File: src/rtl/sdram_arb.sv
`default_nettype none
// +----------------------------------------------------------------------------+
// | Module   : sdram_arb                                                       |
// | Brief    : Three-port rotating-priority arbiter in front of the SDRAM      |
// |            controller; turns level req/ack into rd/wr edges plus ready.    |
// | Revision : 1.0 - initial release                                          |
// +----------------------------------------------------------------------------+
module sdram_arb (
    input  logic        clk,
    input  logic        reset,

    input  logic        p0_req,
    input  logic        p0_we,
    input  logic        p0_word,
    input  logic [24:0] p0_addr,
    input  logic [15:0] p0_din,
    output logic [15:0] p0_dout,
    output logic        p0_ack,

    input  logic        p1_req,
    input  logic        p1_we,
    input  logic        p1_word,
    input  logic [24:0] p1_addr,
    input  logic [15:0] p1_din,
    output logic [15:0] p1_dout,
    output logic        p1_ack,

    input  logic        p2_req,
    input  logic        p2_we,
    input  logic        p2_word,
    input  logic [24:0] p2_addr,
    input  logic [15:0] p2_din,
    output logic [15:0] p2_dout,
    output logic        p2_ack,

    output logic [24:0] sdram_addr,
    output logic        sdram_rd,
    output logic        sdram_wr,
    output logic        sdram_word,
    output logic [15:0] sdram_din,
    input  logic [15:0] sdram_dout,
    input  logic        sdram_ready
);

    localparam logic [1:0] c_st_idle  = 2'd0;
    localparam logic [1:0] c_st_issue = 2'd1;
    localparam logic [1:0] c_st_wait  = 2'd2;
    localparam logic [1:0] c_st_gap   = 2'd3;

    logic [1:0]  r_state;
    logic [1:0]  r_last;
    logic [1:0]  r_grant;
    logic        r_we;
    logic [2:0]  r_ack;
    logic [15:0] r_dout [0:2];
    logic [24:0] r_sdram_addr;
    logic        r_sdram_rd;
    logic        r_sdram_wr;
    logic        r_sdram_word;
    logic [15:0] r_sdram_din;

    logic [2:0]  w_req;
    logic [2:0]  w_we;
    logic [2:0]  w_word;
    logic [24:0] w_addr [0:2];
    logic [15:0] w_din  [0:2];
    logic [1:0]  w_cand1;
    logic [1:0]  w_cand2;
    logic [1:0]  w_win;
    logic        w_any;

    assign w_req     = {p2_req, p1_req, p0_req};
    assign w_we      = {p2_we, p1_we, p0_we};
    assign w_word    = {p2_word, p1_word, p0_word};
    assign w_addr[0] = p0_addr;
    assign w_addr[1] = p1_addr;
    assign w_addr[2] = p2_addr;
    assign w_din[0]  = p0_din;
    assign w_din[1]  = p1_din;
    assign w_din[2]  = p2_din;
    assign w_any     = |w_req;

    // Search order last+1, last+2, last (mod 3): the previous winner goes last.
    always_comb begin
        w_cand1 = (r_last == 2'd2) ? 2'd0 : r_last + 2'd1;
        w_cand2 = (r_last == 2'd0) ? 2'd2 : r_last - 2'd1;
        if (w_req[w_cand1])
            w_win = w_cand1;
        else if (w_req[w_cand2])
            w_win = w_cand2;
        else
            w_win = r_last;
    end

    always_ff @(posedge clk) begin
        if (reset) begin
            r_state      <= c_st_idle;
            r_last       <= 2'd2;
            r_grant      <= 2'd0;
            r_we         <= 1'b0;
            r_ack        <= 3'b000;
            for (int i = 0; i < 3; i++)
                r_dout[i] <= 16'h0000;
            r_sdram_addr <= 25'd0;
            r_sdram_rd   <= 1'b0;
            r_sdram_wr   <= 1'b0;
            r_sdram_word <= 1'b0;
            r_sdram_din  <= 16'h0000;
        end else begin
            case (r_state)
                c_st_idle: begin
                    if (sdram_ready && w_any) begin
                        r_sdram_addr <= w_addr[w_win];
                        r_sdram_word <= w_word[w_win];
                        r_sdram_din  <= w_din[w_win];
                        r_we         <= w_we[w_win];
                        r_sdram_rd   <= ~w_we[w_win];
                        r_sdram_wr   <= w_we[w_win];
                        r_grant      <= w_win;
                        r_last       <= w_win;
                        r_state      <= c_st_issue;
                    end
                end
                c_st_issue: begin
                    // Controller may be busy with refresh; wait as long as it takes.
                    if (!sdram_ready)
                        r_state <= c_st_wait;
                end
                c_st_wait: begin
                    if (sdram_ready) begin
                        r_sdram_rd     <= 1'b0;
                        r_sdram_wr     <= 1'b0;
                        r_ack[r_grant] <= 1'b1;
                        if (!r_we)
                            r_dout[r_grant] <= sdram_dout;
                        r_state <= c_st_gap;
                    end
                end
                c_st_gap: begin
                    // Extra low cycle so the controller always sees a fresh rd/wr edge.
                    r_ack   <= 3'b000;
                    r_state <= c_st_idle;
                end
                default: r_state <= c_st_idle;
            endcase
        end
    end

    assign p0_ack     = r_ack[0];
    assign p1_ack     = r_ack[1];
    assign p2_ack     = r_ack[2];
    assign p0_dout    = r_dout[0];
    assign p1_dout    = r_dout[1];
    assign p2_dout    = r_dout[2];
    assign sdram_addr = r_sdram_addr;
    assign sdram_rd   = r_sdram_rd;
    assign sdram_wr   = r_sdram_wr;
    assign sdram_word = r_sdram_word;
    assign sdram_din  = r_sdram_din;

endmodule
`default_nettype wire

File: config.mk
export PLATFORM = sky130hd
export DESIGN_NAME = sdram_arb
export DESIGN_NICKNAME = d
export VERILOG_FILES = /design/src/rtl/sdram_arb.sv
export SDC_FILE = /design/constraint.sdc
export NUM_CORES = 1
export LEC_CHECK = 0
export BUFFER_PORTS_ARGS = -buffer_cell sky130_fd_sc_hd__clkbuf_2
export CAP_MARGIN = 25
export CORE_ASPECT_RATIO = 0.7
export CORE_MARGIN = 4
export CORE_UTILIZATION = 47
export DETAILED_ROUTE_END_ITERATION = 6
export GPL_ROUTABILITY_DRIVEN = 0
export HOLD_SLACK_MARGIN = 0.03
export PLACE_DENSITY = 0.79
export REMOVE_ABC_BUFFERS = 1
export SYNTH_ARGS = -nofsm -noshare
export SYNTH_HDL_FRONTEND = slang
export SYNTH_SLANG_ARGS = --single-unit
File: constraint.sdc
create_clock -name clk -period 2.5 [get_ports clk]
set_input_delay 0.75 -clock clk [delete_from_list [all_inputs] [get_ports clk]]
set_output_delay 0.75 -clock clk [all_outputs]
set_load 0.1 [all_outputs]
==> metrics.md <==
| Metric | Value |
|---|---|
| Clock latency on the worst-skew pair | `0.34 ns` |
| Post-DP HPWL | `12100 um` |
| Tcrit/Tclk final | `93.5%` |
| Area delta synth->final | `33.2%` |
| Root buf cell | `clkbuf_16` |
| Synth Flop Type | `dfxtp_1` |
| Fmax | `0.428 GHz` |
| Clock period minus worst slack | `2.34 ns` |
| Global-route usage over all layers | `24.6%` |
| Commonest cells in the synthesized netlist | `nor2_1, dfxtp_1, and2_1` |
| Bufs and invs on worst path | `3` |
| Largest net degree at the start of global routing | `99` |
| Worst hold margin | `0.485 ns` |
| CTS tree | `done` |
| Initial antenna violation count | `0` |
| Nets | `975` |
| Critical Path AT | `2.61 ns` |
| Length of routed met2 wiring | `7920 um` |
| Gates resized, CTS repair | `0` |
| H-tree depth | `3` |
| Worst-path cell chain | `inv_2, ha_1, buf_4, a22oi_1, o221ai_1, and2_2, buf_4, nand2_1, o21ai_1` |
| PwrDens | `1110 mW/mm^2` |
| Worst setup path class | `reg2reg` |
| Die height | `96.8 um` |
| Measured slew at the worst slew-check pin | `0.570 ns` |
| Wire length on met3 | `1140 um` |
| Number of diodes | `0` |
| Post-CTS setup buffer count | `0` |
| Hold Buf Count CTS | `0` |
| Hold path start | `sdram_wr` |
| Delay-heaviest family, CP | `buffers and inverters` |
| Total gr overflow | `0` |
| CP Launch Type | `flop` |
| Final Hold Fails | `0` |
| Clk sinks | `101` |
| Total power draw | `7.82 mW` |
| Vias per cell | `5.47` |
| Register area share after synthesis | `47.3%` |
| Synth top area cells | `edfxtp_1, dfxtp_1, mux2i_1` |
| VDD IR max | `0.000533 V` |
| Port bufs | `245` |
| Most frequent cell after synthesis | `nor2_1` |
| Status | `finished clean` |
| Endpoint class of the critical path | `flop` |
| Final wirelength | `16300 um` |
| RSZ-0062 raised after global routing | `no` |
| Synthesized instance count | `576` |
| PnR worst setup slack | `0.162 ns` |
| Total number of vias | `5327` |
| Initial Util | `48.1%` |
| Number of synthesized flops with an enable pin | `48` |
| Critical Path Slowest Stage Cell | `buf_4` |
| Max Cap Viol | `0` |
| First-pass GRT wire length | `26300 um` |
| Share of cells above drive strength 1 | `36.2%` |
| Die Width | `135 um` |
| Syn Area/Cell | `9.19 sq um` |
| Yosys top cell by area | `edfxtp_1` |
| Crit path max fanout | `39` |
| Cell Area, Synth | `0.00529 sq mm` |
| Die area | `0.0130 sq mm` |
| Share of async-settable or async-resettable flops after synthesis | `0%` |
| R2R Path Start | `r_last[0]` |
| Max Used Layer | `met4` |
| DRC errors left | `0` |
| Synth warnings | `0` |
| Per-cell routed wire length | `16.7 um` |
| Synth Register Bits | `101` |
| Clock buffer depth | `2` |
| Final Util | `64.0%` |
| # rows | `32` |
| Slew Limit Fails | `0` |
| I/O pin count | `246` |
| Worst path most repeated cell | `buf_4` |
| Non-filler cells in the finished layout | `973` |
| DR iter-0 viols | `358` |
| 1st-pass router iterations | `5` |
| Leakage power | `3.31 nW` |
| Setup violations, final | `0` |
| Clock skew | `0.00895 ns` |
| Core ar. | `0.0110 sq mm` |
| CP peak stage delay | `0.43 ns` |
| Fillers | `901` |
| Worst setup path start | `r_last[0]` |
| Max_slew headroom | `62.1%` |
| Hold Crit Class | `reg2reg` |
| Num CTS Buffers | `9` |
| Clock Pin Slew Worst Setup and Hold Paths | `0.07 ns` |
| Post-synth top area share | `27.2%` |
| Routed metal-1 wire length | `6840 um` |
| Setup slack at placement | `0.0261 ns` |
| Routed Antenna Nets | `0` |
| Vias in the first global route | `5373` |
| Crit path required time | `2.77 ns` |
| Unique masters post-synth | `41` |
| Dpl cells | `957` |
-- layer usage --
layer	global-route usage [%]	vias up
met1	32.0	2488
met4	8.61	0
met2	40.5	251
met5	0	-
li1	-	2556
met3	5.41	32
-- where the power goes --
group	internal, mW	total [mW]	switching [mW]
logic	0.956	4.27	3.32
clock network	0.688	1.34	0.652
registers	2.04	2.20	0.169
-- area by class of cell --
cell class	instances	area, sq um	share of cell area (%)
Sequential cell	101	2500	35.5
Multi-Input combinational cell	423	2570	36.5
Clock buffer	9	225	3.19
Inverter	10	37.5	0.532
Tap cell	153	191	2.72
Timing Repair Buffer	270	1460	20.8
Clock inverter	7	56.3	0.799
-- through the flow --
step / instance area, sq um / setup TNS [ns]
after CTS: 7050 / 0
final: 7050 / 0
after global placement: 6760 / 0
after detailed placement: 6760 / 0
after floorplan: 5090 / -36.44
after global routing: 7050 / 0
-- path summary, 6_finish.rpt --
kind	end	slack, ns	depth (start not counted)
worst min register to register	sdram_wr	0.48	2
worst min-delay path	sdram_wr	0.48	2
worst max register to register	sdram_addr[21]	0.16	9
worst max-delay path	sdram_addr[21]	0.16	9
-- placed cells by master (no fill, tap or decap), types with 3 or more instances in the layout --
master and count:
and2_1 49, nor3_1 46, clkinvlp_4 3, a32oi_1 3, o21ai_0 4, or2_2 3, clkbuf_2 244, mux2i_1 46
nand2_1 47, buf_4 21, ha_1 9, a21oi_1 4, clkbuf_16 9, inv_1 9, buf_12 4, o21ai_1 43
a211oi_1 3, a41oi_1 42, nor2_1 98, edfxtp_1 48, dfxtp_1 53
-- worst reg2reg max path, cell delays in order (launching register included) --
cell and delay [ns]:
dfxtp_1 0.34, inv_2 0.10, ha_1 0.37, buf_4 0.15
a22oi_1 0.08, o221ai_1 0.25, and2_2 0.27, buf_4 0.43
nand2_1 0.13, o21ai_1 0.14
-- cell families (layout without fill, tap and decap cells) --
family / count (synthesis) / after routing / share of synthesized area (%)
fa+ha+maj: 9 / 9 / 2.13
compound gates: 111 / 111 / 14.7
flops: 101 / 101 / 47.3
buf+inv: 52 / 296 / 4.56
simple gates: 256 / 256 / 22.4
mux: 47 / 47 / 8.91
-- sequential cells by signal, summed over array words and instances (netlist names) --
name        count
r_ack           3
r_we            1
sdram_din      16
r_grant         1
sdram_rd        1
sdram_addr     25
r_dout         48
r_last          2
sdram_word      1
r_state         2
sdram_wr        1
Power figures use the tool's default switching activity.
